==> config.mk <==
export PLATFORM = sky130hd
export DESIGN_NAME = tx_scheduler
export DESIGN_NICKNAME = d
export VERILOG_FILES = /design/src/rtl/tx_sched_pkg.sv /design/src/rtl/tx_scheduler.sv
export SDC_FILE = /design/constraint.sdc
export NUM_CORES = 1
export LEC_CHECK = 0
export BUFFER_PORTS_ARGS = -buffer_cell sky130_fd_sc_hd__buf_2
export CAP_MARGIN = 40
export CORE_MARGIN = 3
export CORE_UTILIZATION = 47
export DETAILED_ROUTE_END_ITERATION = 8
export MAX_ROUTING_LAYER = met4
export PLACE_DENSITY_LB_ADDON = 0.25
export SYNTH_ARGS = -nofsm -noshare
export SYNTH_HDL_FRONTEND = slang
export SYNTH_SLANG_ARGS = --single-unit
==> constraint.sdc <==
create_clock -name clk -period 1.9 [get_ports clk]
set_clock_uncertainty 0.2 [all_clocks]
set_input_delay 0.19 -clock clk [delete_from_list [all_inputs] [get_ports clk]]
set_output_delay 0.19 -clock clk [all_outputs]
set_load 0.01 [all_outputs]
==> src/rtl/tx_sched_pkg.sv <==
// Shared types and constants for the USB transmit scheduler.
package tx_sched_pkg;

   // Scheduler FSM states
   typedef enum logic [1:0] {
      IDLE       = 2'd0,
      WAIT_START = 2'd1,
      ACTIVE     = 2'd2,
      GAP        = 2'd3
   } tx_sched_state_t;

   // Default timing parameters
   localparam int GAP_CYCLES_DEF    = 16;
   localparam int START_TIMEOUT_DEF = 8;

   // Bit positions inside the pending-request vector
   localparam int PEND_NAK  = 0;
   localparam int PEND_DATA = 1;

endpackage

==> src/rtl/tx_scheduler.sv <==
// USB transmit scheduler: latches NAK/data requests from the receiver,
// issues single-cycle send commands, tracks the packet on the line via
// is_txing and enforces an inter-packet gap before the next command.
module tx_scheduler
   import tx_sched_pkg::*;
#(
   parameter int GAP_CYCLES    = GAP_CYCLES_DEF,
   parameter int START_TIMEOUT = START_TIMEOUT_DEF,
   parameter int CNT_W         = 8
) (
   input  logic       clk,
   input  logic       n_rst,
   input  logic       nak_req,
   input  logic       data_req,
   input  logic       fifo_pkt_ready,
   input  logic       is_txing,
   output logic       send_nak,
   output logic       send_data,
   output logic       busy,
   output logic       tx_err,
   output logic [1:0] pending
);

   localparam logic [CNT_W-1:0] CNT_ZERO   = {CNT_W{1'b0}};
   localparam logic [CNT_W-1:0] CNT_ONE    = CNT_W'(1);
   localparam logic [CNT_W-1:0] CNT_MAX    = {CNT_W{1'b1}};
   localparam logic [CNT_W-1:0] GAP_LAST   = CNT_W'(GAP_CYCLES - 1);
   localparam logic [CNT_W-1:0] START_LAST = CNT_W'(START_TIMEOUT - 1);

   tx_sched_state_t  state_q, state_d;
   logic [CNT_W-1:0] cnt_q, cnt_d;
   logic [1:0]       pend_q, pend_d, pend_clr;
   logic             send_nak_q, send_nak_d;
   logic             send_data_q, send_data_d;
   logic             tx_err_q, tx_err_d;
   logic             busy_q, busy_d;

   // Saturating increment: the counter parks at its maximum instead of wrapping
   function automatic logic [CNT_W-1:0] cnt_inc(input logic [CNT_W-1:0] c);
      if (c == CNT_MAX) begin
         return c;
      end else begin
         return c + CNT_ONE;
      end
   endfunction

   // Next-state, counter, command and pending-flag computation
   always_comb begin
      state_d     = state_q;
      cnt_d       = cnt_q;
      pend_clr    = 2'b00;
      send_nak_d  = 1'b0;
      send_data_d = 1'b0;
      tx_err_d    = 1'b0;

      case (state_q)
         IDLE: begin
            if (is_txing) begin
               // Transmitter already owns the line: hold commands until it is done
               state_d = ACTIVE;
               cnt_d   = CNT_ZERO;
            end else if (pend_q[PEND_NAK]) begin
               state_d            = WAIT_START;
               cnt_d              = CNT_ZERO;
               pend_clr[PEND_NAK] = 1'b1;
               send_nak_d         = 1'b1;
            end else if (pend_q[PEND_DATA]) begin
               // Without a complete payload in the FIFO the data request becomes a NAK
               state_d             = WAIT_START;
               cnt_d               = CNT_ZERO;
               pend_clr[PEND_DATA] = 1'b1;
               send_data_d         = fifo_pkt_ready;
               send_nak_d          = ~fifo_pkt_ready;
            end else begin
               state_d = IDLE;
            end
         end
         WAIT_START: begin
            if (is_txing) begin
               state_d = ACTIVE;
               cnt_d   = CNT_ZERO;
            end else if (cnt_q >= START_LAST) begin
               // Transmitter never started: report and drop the request, no gap
               state_d  = IDLE;
               cnt_d    = CNT_ZERO;
               tx_err_d = 1'b1;
            end else begin
               cnt_d = cnt_inc(cnt_q);
            end
         end
         ACTIVE: begin
            if (!is_txing) begin
               state_d = GAP;
               cnt_d   = CNT_ZERO;
            end else begin
               cnt_d = CNT_ZERO;
            end
         end
         GAP: begin
            if (is_txing) begin
               state_d = ACTIVE;
               cnt_d   = CNT_ZERO;
            end else if (cnt_q >= GAP_LAST) begin
               state_d = IDLE;
               cnt_d   = CNT_ZERO;
            end else begin
               cnt_d = cnt_inc(cnt_q);
            end
         end
         default: begin
            state_d = IDLE;
            cnt_d   = CNT_ZERO;
         end
      endcase

      // New requests always latch; a request arriving as its bit is served re-arms it
      pend_d = (pend_q & ~pend_clr) | {data_req, nak_req};
      busy_d = (state_d != IDLE) || (pend_d != 2'b00);
   end

   // State, counter, pending flags and registered outputs
   always_ff @(posedge clk or negedge n_rst) begin
      if (!n_rst) begin
         state_q     <= IDLE;
         cnt_q       <= CNT_ZERO;
         pend_q      <= 2'b00;
         send_nak_q  <= 1'b0;
         send_data_q <= 1'b0;
         tx_err_q    <= 1'b0;
         busy_q      <= 1'b0;
      end else begin
         state_q     <= state_d;
         cnt_q       <= cnt_d;
         pend_q      <= pend_d;
         send_nak_q  <= send_nak_d;
         send_data_q <= send_data_d;
         tx_err_q    <= tx_err_d;
         busy_q      <= busy_d;
      end
   end

   assign send_nak  = send_nak_q;
   assign send_data = send_data_q;
   assign tx_err    = tx_err_q;
   assign busy      = busy_q;
   assign pending   = pend_q;

endmodule

### Word-level counts from Yosys, hierarchy flattened

Index checks and enable logic that the tools add are counted.

* output and inout bits: 6
* bits in writable memories: 0
* register bits: 16
* ROM bits: 0
* memories kept: 0
* latch bits: 0

* multiply operators: 0
* divide/modulo/power cells: 0
* reduce and logical (&&, ||, !) cells: 4
* multiplexer cells: 34
* magnitude comparators: 2
* bitwise logic cells: 4
* $add $sub $neg: 1
* shifts and indexed selects: 0
* equal/unequal tests: 5

Operators with widths (number)
* 8-bit 2-to-1 mux: 8
* 8-bit case mux with 4 select lines: 1
* 1-bit 2-to-1 mux: 16
* 2-bit 2-to-1 mux: 8
* 8-bit by 1-bit adder with 8-bit output, second input constant: 1
* 8-bit equality test, second input constant: 1
* 8-bit by 3-bit >= comparator with 1-bit output, second input constant: 1
* 8-bit by 4-bit >= comparator with 1-bit output, second input constant: 1
* 2-bit case mux with 4 select lines: 1
* 2-bit equality test, second input constant: 2
* 4-bit inequality test, second input constant: 1
* 2-bit nonzero test: 2
* 2-bit AND: 1
* 2-bit by 1-bit equality test with 1-bit output, second input constant: 1
* 2-bit zero test: 1
* 2-bit NOT: 1
* 2-bit OR: 1
* 1-bit logical OR: 1
* 1-bit NOT: 1

### Depth between registers and ports, before layout

Gate-level depths: netlist of run 1.

* depth in word-level cells: 9
* depth in mapped cells: 5
* gate-level depth less buffers: 5

### Worst setup path before layout of run 1

OpenSTA, ideal clock, no wires.

* path kind: reg-to-reg
* start: reg state_q[1]
* end: reg cnt_q[5]
* path buffers: 1
* clock period less this slack: 1.852 ns
* setup slack: 0.048 ns
* required time: 1.575 ns
* arrival time: 1.527 ns
* library setup time: 0.125 ns
* cell stages (with the launch flop): 6
* path through: dfrtp_1 > or4_4 > or2_0 > buf_2 > a41oi_1 > a21oi_1

* longest elaborated chain between the ends: 2
* elaborated cells between the ends (all ways): 6
* those cells by class: eq/ne: 4; mux: 1; reduce/logical: 1

Ends and longest elaborated chain
* start: declaration: RTL line tx_scheduler.sv:30 `tx_sched_state_t state_q, state_d;`
* start signal: assignment: RTL line tx_scheduler.sv:132 `state_q <= state_d;`
* 2-bit equality test, or another cell as far along: RTL line tx_scheduler.sv:56 `case (state_q)`
* 8-bit case mux with 4 select lines or 4-bit inequality test (tied branches)
* end signal: assignment: RTL line tx_scheduler.sv:133 `cnt_q <= cnt_d;`
* end: declaration: RTL line tx_scheduler.sv:31 `logic [CNT_W-1:0] cnt_q, cnt_d;`

Several ways; a longest one is shown, not always the timed one.
A chain may end at the register's enable or synchronous reset.

### Worst setup path after layout of run 1

* start: reg cnt_q[7]
* end: reg cnt_q[3]

* longest elaborated chain between the ends: 5
* elaborated cells between the ends (all ways): 9
* those cells by class: order compare: 2; eq/ne: 1; mux: 6

Ends and longest elaborated chain (RTL line)
* branches (longest 4 deep; another with 8-bit by 4-bit >= comparator with 1-bit output)
* 8-bit case mux with 4 select lines (*): tx_scheduler.sv:56

Every way passes the cells marked *.

==> results of run 1 <==
[final cells by class]
| class | instances | area (sq um) |
|---|---|---|
| multi-input cells | 50 | 332 |
| flip-flops and latches | 16 | 400 |
| well taps | 15 | 18.8 |
| fillers | 110 | 462 |
| clock buffers | 4 | 36.3 |
| repair buffers | 20 | 135 |
| inverters | 4 | 15.0 |
[logic make-up after synthesis]
| group | Yosys count |
|---|---|
| flops | 16 |
| fa+ha+maj | 1 |
| simple gates | 25 |
| compound gates | 24 |
| buf+inv | 5 |
[state kept, by name, summed over array words and instances (netlist names)]
register,cells
cnt_q,8
pending,2
state_q,2
busy,1
send_data,1
send_nak,1
tx_err,1
[layout by cell type (no fill, tap or decap), types with 3 or more instances in the layout]
cell type and instances:
a21oi_1 6, buf_2 11, inv_1 4, nand2_1 4
clkbuf_4 3, buf_4 4, a31oi_1 4, nor2_1 8
and2_1 3, dlygate4sd3_1 5, nand3_1 3, dfrtp_1 16
[where the power goes]
group	switching [mW]	internal [mW]	leakage, nW	total (mW)
combinational	0.0196	0.0174	0.194	0.0371
sequential	0.00255	0.343	0.199	0.346
clock	0.108	0.117	0.0210	0.225
total	0.130	0.477	0.414	0.608
[what timing repair did]
action                                  in CTS  in global routing
resized for setup                            0                  3
endpoints found under the setup margin       0                  4
endpoints found under the hold margin       21                  0
hold buffers                                 5                  0
buffers inserted                             0                  0
[routing by layer]
metal / share of wire (%) / wire length [um] / GRT usage (%) / vias to the layer above
li1: - / - / - / 310
met1: 48 / 808 / 25.8 / 297
met2: 47 / 786 / 30.4 / 14
met3: 4.1 / 68 / 3.56 / 4
met4: 1.0 / 17 / 6.82 / 0
met5: 0 / 0 / - / -
[through the flow]
step                setup slack, ns  hold slack [ns]  power [mW]  util (%)  area (sq um)
global route                0.00929           0.0406       0.636      67.0           937
global placement             0.0742          -0.0863       0.380      60.4           845
CTS                         0.00865           0.0141       0.611      66.5           931
finish                       0.0963           0.0353       0.608      67.0           937
floorplan                    0.0475           -0.306       0.364         -           746
detailed placement           0.0252          -0.0801       0.381      60.4           845
[critical path: stages (launching register included)]
cell	delay (ns)
dfrtp_1	0.45
nor4_4	0.34
nand3_1	0.17
or3_1	0.36
a31oi_1	0.20
[final timing paths]
check / startpoint / endpoint / slack (ns) / cells after the start
worst max register to register: cnt_q[7] / cnt_q[3] / 0.1 / 4
max in group asynchronous: n_rst / pending[1] / 1.10 / 2
worst max-delay path: cnt_q[7] / cnt_q[3] / 0.1 / 4
worst min register to register: cnt_q[0] / cnt_q[0] / 0.33 / 1
worst min-delay path: is_txing / send_nak / 0.04 / 3
min in group asynchronous: n_rst / cnt_q[4] / 0.14 / 2
==> results.sh, run 1 <==
export IMPL_grt_pass1_wl_mm=2.82
export IMPL_io_pin_count=12
export IMPL_status="finished clean"
export IMPL_cp_start_kind="flop"
export IMPL_ys_ff_latch=16
export IMPL_synth_top_family_by_area="compound AO/OA/AOI/OAI gates"
export IMPL_diodes=0
export IMPL_grt_overflow=0
export IMPL_cp_arrival_ns=1.80
export IMPL_wire_per_inst_um=15.4
export IMPL_tns_ns=0
export IMPL_dp_hpwl_mm=1.20
export IMPL_ys_types=27
export IMPL_fin_nets=102
export IMPL_syn2layout_area_growth_pct=25.7
export IMPL_portBuffers=11
export IMPL_cp_max_fo=4
export IMPL_vias=625
export IMPL_yosys_area_share_xor_xnor_pct=0
export IMPL_die_w_um=45.8
export IMPL_synth_top_cells_by_count="16 x dfrtp_1, 8 x nor2_1, 7 x a21oi_1"
export IMPL_postSynthAreaPerCell_sq_um=10.5
export IMPL_cp_end_kind="flop"
export IMPL_synth_top_area_share_pct=53.7
export IMPL_drt_iter0_drc=17
export IMPL_post_synth_top_count_cell="dfrtp_1"
export IMPL_yosys_warnings=0
export IMPL_cts_sinks=16
export IMPL_post_synth_top_area_cell="dfrtp_1"
export IMPL_slew_viol_final=0
export IMPL_muxShareOfSynthArea_pct=0
export IMPL_cts_root_buf="clkbuf_4"
export IMPL_synthSimpleGateAreaFrac_pct=19.6
export IMPL_postSynthCellCount=71
export IMPL_hold_path_class="in -> reg"
export IMPL_die_area_sq_um=2100
export IMPL_synth_edff_count=0
export IMPL_synth_nets=78
export IMPL_via_per_inst=5.73
export IMPL_gp_congestion=0.820
export IMPL_async_flop_share_pct=100
export IMPL_ant_nets=0
export IMPL_tightest_slew_ns=0.547
export IMPL_start_util_pct=53.3
export IMPL_crit_type="reg -> reg"
export IMPL_num_rows=13
export IMPL_clk_pin_slew_ns=0.09
export IMPL_layout_drive_gt1_share_pct=28.7
export IMPL_worstSkewPairLatency_ns=0.28
export IMPL_synth_fa_ha_area_share_pct=1.68
export IMPL_dp_cells=100
export IMPL_cts_made_buffers=3
export IMPL_dominantRegCellSynth="dfrtp_1"
export IMPL_grt_max_degree=17
export IMPL_ir_worst_vdd_v=0.000528
export IMPL_fin_cells=109
export IMPL_final_min_period_over_clock_period_pct=94.9
export IMPL_cts_buffer_depth=2
export IMPL_rsz0062_at_grt="no"
export IMPL_setup_viol=0
export IMPL_synth_seq_area_share_pct=53.7
export IMPL_maxCapViolCount=0
export IMPL_hold_violations=0
export IMPL_synth_area_leaders="dfrtp_1 54%, a21oi_1 4.7%, nor2_1 4.0%"
export IMPL_timing_fmax_mhz=554
export IMPL_synth_area_sq_um=746
export IMPL_final_min_clock_period_ns=1.80
export IMPL_design_core_area_sq_um=1400
export IMPL_cp_data_required_time_ns=1.90
export IMPL_drc_errors=0
export IMPL_grt_usage_pct=19.7
export IMPL_synth_compound_area_share_pct=22.3
export IMPL_htreeDepth=1
export IMPL_first_pass_iters=4
export IMPL_p_leak_nw=0.414
export IMPL_die_y_um=45.8
export IMPL_max_slew_margin_rel_pct=62.6
export IMPL_routed_wl_mm=1.68
export IMPL_antenna_found_initial=0
export IMPL_cts_tree="yes"
export IMPL_power_density_nw_per_um2=648
export IMPL_grt_pass1_vias=606
Note: power is estimated with default switching activity, not from simulation.
==> inputs of run 2 (changes only) <==
--- a/config.mk
+++ b/config.mk
@@ -6,8 +6,9 @@
 export NUM_CORES = 1
 export LEC_CHECK = 0
+export ABC_AREA = 1
 export BUFFER_PORTS_ARGS = -buffer_cell sky130_fd_sc_hd__buf_2
 export CAP_MARGIN = 40
 export CORE_MARGIN = 3
-export CORE_UTILIZATION = 47
+export CORE_UTILIZATION = 30
 export DETAILED_ROUTE_END_ITERATION = 8
 export MAX_ROUTING_LAYER = met4
==> constraint.sdc (replaced) <==
create_clock -name clk -period 1.9 [get_ports clk]
set_clock_uncertainty 0.2 [all_clocks]
set_input_delay 0.095 -clock clk [delete_from_list [all_inputs] [get_ports clk]]
set_output_delay 0.095 -clock clk [all_outputs]
set_load 0.01 [all_outputs]
==> run 2 against run 1 <==
Effect of this change: sequential share of layout area down 0.28 points; hold slack better by 0.017 ns; critical path type unchanged; register-to-register slack better by 0.22 ns; utilization down 27 points; combinational power down 2%; synthesized cell count up 27%; count of clock-buffer cells in the layout down 1.
==> results.sh, run 2 <==
export IMPL_io_pin_count=12
export IMPL_rr_startpoint="cnt_q[0]"
export IMPL_largest_register_ffs=8
export IMPL_final_cell_mix="17 x nand2_1, 16 x dfrtp_1, 14 x inv_1"
export IMPL_synth_top_cells_by_count="17 x nand2_1, 16 x dfrtp_1, 14 x inv_1"
export IMPL_crit_chain="ha_1, nand2_2, nand2_1, nor2_2, nand2_1, nand2_1, nand2_1, a21oi_1"
export IMPL_setup_viol=0
export IMPL_die_area_sq_um=3250
export IMPL_crit_type="reg -> reg"
export IMPL_cts_tree="yes"
export IMPL_portBuffers=11
export IMPL_postSynthAreaPerCell_sq_um=8.67
export IMPL_synth_area_leaders="dfrtp_1 51%, nand2_1 8.2%, inv_1 6.7%"
export IMPL_drc_errors=0
export IMPL_timing_fmax_mhz=632
export IMPL_power_density_nw_per_um2=589
export IMPL_tns_ns=0
export IMPL_regMostFlops="cnt_q"
export IMPL_layout_drive_gt1_share_pct=22.9
export IMPL_die_y_um=57.0
export IMPL_hold_path_class="in -> async"
export IMPL_worstSkewPairLatency_ns=0.28
export IMPL_cp_arrival_ns=1.59
export IMPL_ir_worst_vdd_v=0.000431
export IMPL_first_pass_iters=4
export IMPL_cp_data_required_time_ns=1.91
export IMPL_fin_nets=118
export IMPL_wire_per_inst_um=11.1
export IMPL_via_per_inst=4.66
export IMPL_postSynthCellCount=90
export IMPL_synth_top_area_share_pct=51.3
export IMPL_final_min_period_over_clock_period_pct=83.3
export IMPL_cts_sinks=16
export IMPL_timing_rr_end="cnt_q[1]"
export IMPL_cp_max_fo=4
export IMPL_ys_ff_latch=16
export IMPL_utilization_pct=40.3
export IMPL_reg2reg_depth=8
export IMPL_post_synth_top_area_cell="dfrtp_1"
export IMPL_syn2layout_area_growth_pct=20.8
export IMPL_synth_edff_count=0
export IMPL_grt_usage_pct=11.0
export IMPL_max_slew_margin_rel_pct=74.6
export IMPL_diodes=0
export IMPL_rrSetupSlack_ns=0.32
export IMPL_final_min_clock_period_ns=1.58
export IMPL_num_rows=17
export IMPL_async_flop_share_pct=100
export IMPL_post_synth_top_count_cell="nand2_1"
export IMPL_synth_area_sq_um=781
export IMPL_cts_made_buffers=3
export IMPL_antenna_found_initial=0
export IMPL_pre_cts_ws_ns=0.323
export IMPL_ant_nets=0
export IMPL_vias=639
export IMPL_htreeDepth=1
export IMPL_ys_types=20
export IMPL_synth_seq_area_share_pct=51.3
export IMPL_grt_pass1_vias=597
export IMPL_final_common_cell="nand2_1"
export IMPL_routed_wl_mm=1.53
export IMPL_design_core_area_sq_um=2340
export IMPL_gp_congestion=0.706
export IMPL_critPathLaunch="cnt_q[0]"
export IMPL_maxCapViolCount=0
export IMPL_crit_slowest_cell="dfrtp_1"
export IMPL_clk_pin_slew_ns=0.08
export IMPL_fillCellCount=234
export IMPL_dominantRegCellSynth="dfrtp_1"
export IMPL_cp_start_kind="flop"
export IMPL_rsz0062_at_grt="no"
export IMPL_status="finished clean"
export IMPL_dp_cells=129
export IMPL_fin_cells=137
export IMPL_synth_nets=97
export IMPL_start_util_pct=33.4
export IMPL_grt_pass1_wl_mm=2.68
export IMPL_cpMostUsedCell="nand2_1"
export IMPL_cts_root_buf="clkbuf_4"
export IMPL_setup_slack_ns=0.318
export IMPL_cts_buffer_depth=2
export IMPL_slew_viol_final=0
export IMPL_max_stage_delay_ns=0.42
export IMPL_p_leak_nw=0.436
export IMPL_drt_iter0_drc=25
export IMPL_grt_overflow=0
export IMPL_dp_hpwl_mm=1.15
export IMPL_cp_end_kind="flop"
export IMPL_yosys_warnings=0
export IMPL_die_w_um=57.0
export IMPL_hold_violations=0
export IMPL_grt_max_degree=17
export IMPL_endpoint="cnt_q[1]"
export IMPL_tightest_slew_ns=0.381
export IMPL_cts_resized=0
-- run 2: changes by cell type after synthesis, moves of 3 or more --
cell,delta
a31oi_1,-4
and2_1,-3
inv_1,+10
nand2_1,+13
nand3_1,+4
nor2_1,+3
nor2_2,+4
-- run 2: repair_timing --
item | CTS | global route
setup endpoints to repair | 0 | 0
buffers inserted | 0 | 0
hold buffers | 5 | 0
hold endpoints to repair | 27 | 0
-- run 2: metrics by stage --
stage | hold WS (ns) | power, mW | area [sq um]
6_report | 0.0524 | 0.556 | 943
5_1_grt | 0.0742 | 0.586 | 943
4_1_cts | 0.0606 | 0.565 | 943
3_5_place_dp | -0.165 | 0.382 | 871
3_3_place_gp | -0.173 | 0.381 | 871
2_1_floorplan | -0.401 | 0.366 | 781
-- run 2: metal layers --
metal | global-route usage, % | wire length, um
met3 | 4.75 | 77
met2 | 17.1 | 766
met5 | - | 0
met4 | 1.99 | 11
met1 | 13.3 | 671
-- run 2: worst min-delay path by stage --
stage / end / cells after the start
after floorplan: busy / 0
after global placement: cnt_q[7] / 1
after detailed placement: cnt_q[6] / 1
after CTS: cnt_q[1] / 2
after global routing: cnt_q[1] / 2
final: cnt_q[1] / 2
-- run 2: cell type report --
class                           count  area, sq um  share of cell area, %
Inverter                           14         52.6                   5.57
Timing Repair Buffer               16          105                   11.1
Tap cell                           28         35.0                   3.71
Clock buffer                        3         22.5                   2.39
Sequential cell                    16          400                   42.4
Multi-Input combinational cell     60          328                   34.7
-- run 2: worst max-delay path, delay by kind of cell (launching register included) --
kind | cells | cell delay, ns
AND/OR/NAND/NOR | 6 | 0.51
flip-flops | 1 | 0.42
adder cells (fa/ha/maj) | 1 | 0.25
AO/OA/AOI/OAI | 1 | 0.13
-- run 2: cell families after synthesis --
| kind of cell | after synthesis | share of synthesized area, % |
|---|---|---|
| AOI/OAI and AO/OA | 9 | 7.05 |
| buffers and inverters | 14 | 6.73 |
| DFF | 16 | 51.3 |
| and+or+nand+nor | 48 | 31.1 |
| xor gates and xnor gates | 2 | 2.24 |
| adders and majority gates | 1 | 1.60 |
-- run 2: report_power, final --
| group | internal (mW) | switching, mW |
|---|---|---|
| Sequential | 0.343 | 0.00320 |
| Clock | 0.0736 | 0.0991 |
| Combinational | 0.0159 | 0.0206 |
| Total | 0.433 | 0.123 |
==> inputs of run 3 (changes only) <==
- clock period: 1.9 -> 1.6 ns (I/O delays scaled with it)
==> run 3 against run 2 <==
Effect of this change: non-clock buffer count up 1; first-iteration DRC count down 72%; via count down 3.9%; global-route usage about the same; combinational power up 27%; cell area up 2.0%; wire length up 2.4%; sequential cell count unchanged; clock power up 19%.
==> results.sh, run 3 (synthesis results as in run 2) <==
export IMPL_status="finished clean"
export IMPL_dp_hpwl_mm=1.17
export IMPL_htreeDepth=1
export IMPL_placed_area_sq_um=871
export IMPL_setup_viol=0
export IMPL_largest_register_ffs=8
export IMPL_rr_startpoint="cnt_q[1]"
export IMPL_die_y_um=57.0
export IMPL_clk_pin_slew_ns=0.09
export IMPL_power_density_nw_per_um2=689
export IMPL_cp_end_kind="flop"
export IMPL_grt_overflow=0
export IMPL_slew_viol_final=0
export IMPL_routed_wl_mm=1.56
export IMPL_gp_congestion=0.707
export IMPL_grt_pass1_vias=603
export IMPL_num_rows=17
export IMPL_antenna_found_initial=0
export IMPL_p_leak_nw=0.439
export IMPL_pre_cts_ws_ns=0.0397
export IMPL_via_per_inst=4.45
export IMPL_design_core_area_sq_um=2340
export IMPL_cts_root_buf="clkbuf_4"
export IMPL_fin_cells=138
export IMPL_critPathLaunch="cnt_q[1]"
export IMPL_grt_usage_pct=10.9
export IMPL_cp_data_required_time_ns=1.61
export IMPL_crit_type="reg -> reg"
export IMPL_drc_errors=0
export IMPL_grt_max_degree=17
export IMPL_final_common_cell="dfrtp_1"
export IMPL_tightest_slew_ns=0.372
export IMPL_final_min_period_over_clock_period_pct=93.0
export IMPL_cp_start_kind="flop"
export IMPL_worstSkewPairLatency_ns=0.28
export IMPL_cts_made_buffers=3
export IMPL_final_area_sq_um=962
export IMPL_cp_arrival_ns=1.50
export IMPL_ir_worst_vdd_v=0.000569
export IMPL_maxCapViolCount=0
export IMPL_cp_max_fo=3
export IMPL_tns_ns=0
export IMPL_first_pass_iters=4
export IMPL_ant_nets=0
export IMPL_grt_pass1_wl_mm=2.65
export IMPL_io_pin_count=12
export IMPL_start_util_pct=33.4
export IMPL_max_slew_margin_rel_pct=75.2
export IMPL_vias=614
export IMPL_hold_violations=0
export IMPL_drt_iter0_drc=7
export IMPL_fin_nets=119
export IMPL_syn2layout_area_growth_pct=23.2
export IMPL_die_area_sq_um=3250
export IMPL_portBuffers=11
export IMPL_final_cell_mix="16 x dfrtp_1, 15 x nand2_1, 14 x inv_1"
export IMPL_final_min_clock_period_ns=1.49
export IMPL_cts_sinks=16
export IMPL_rsz0062_at_grt="no"
export IMPL_cts_tree="yes"
export IMPL_regMostFlops="cnt_q"
export IMPL_wire_per_inst_um=11.3
export IMPL_setup_slack_ns=0.113
export IMPL_diodes=0
export IMPL_timing_fmax_mhz=672
export IMPL_die_w_um=57.0
export IMPL_dp_cells=129
export IMPL_cts_buffer_depth=2
export IMPL_hold_path_class="in -> async"
export IMPL_layout_drive_gt1_share_pct=27.3
[run 3: worst paths after layout]
check                           endpoint  slack, ns  depth (start not counted)
worst max-delay path            cnt_q[1]       0.11                          8
worst min-delay path            cnt_q[0]       0.04                          2
worst max register to register  cnt_q[1]       0.11                          8
max in group asynchronous       cnt_q[4]       0.90                          2
worst min register to register  cnt_q[6]       0.32                          2
min in group clk                cnt_q[6]       0.32                          2
[run 3: critical path: stages, from the launching register on]
cell	delay, ns
dfrtp_1	0.41
ha_2	0.20
nand2_2	0.06
nand2_1	0.06
nor2_2	0.13
nand2_2	0.07
nand2_2	0.07
nand2_1	0.08
a21oi_1	0.13
[run 3: area by class of cell]
type	instances	area [sq um]
multi-input cells	60	339
repair buffers	17	113
clock buffers	3	22.5
fillers	231	1380
inverters	14	52.6
well taps	28	35.0
flip-flops and latches	16	400
[run 3: per-layer routing]
layer	part of all wire, %	GRT usage (%)
met5	0	-
met1	48	12.7
met3	3.7	4.75
met4	0.83	1.99
met2	47	17.6
[run 3: per-stage QoR]
stage | hold WS [ns] | power [mW] | util, %
after CTS | 0.0444 | 0.667 | 40.3
after global routing | 0.0577 | 0.700 | 41.1
after detailed placement | -0.183 | 0.453 | 37.2
final | 0.0351 | 0.663 | 41.1
after global placement | -0.188 | 0.452 | 37.2
after floorplan | -0.416 | 0.434 | -
[run 3: power breakdown]
group	internal (mW)	total, mW	leakage (nW)	switching [mW]
clock	0.0873	0.206	0.0138	0.118
combinational	0.0209	0.0464	0.226	0.0256
sequential	0.408	0.411	0.199	0.00335
[run 3: timing repair]
| action | CTS | global route |
|---|---|---|
| buffers inserted | 0 | 1 |
| setup endpoints to repair | 0 | 5 |
| endpoints found under the hold margin | 27 | 0 |
| hold buffers | 5 | 0 |
| gates resized for setup | 0 | 4 |
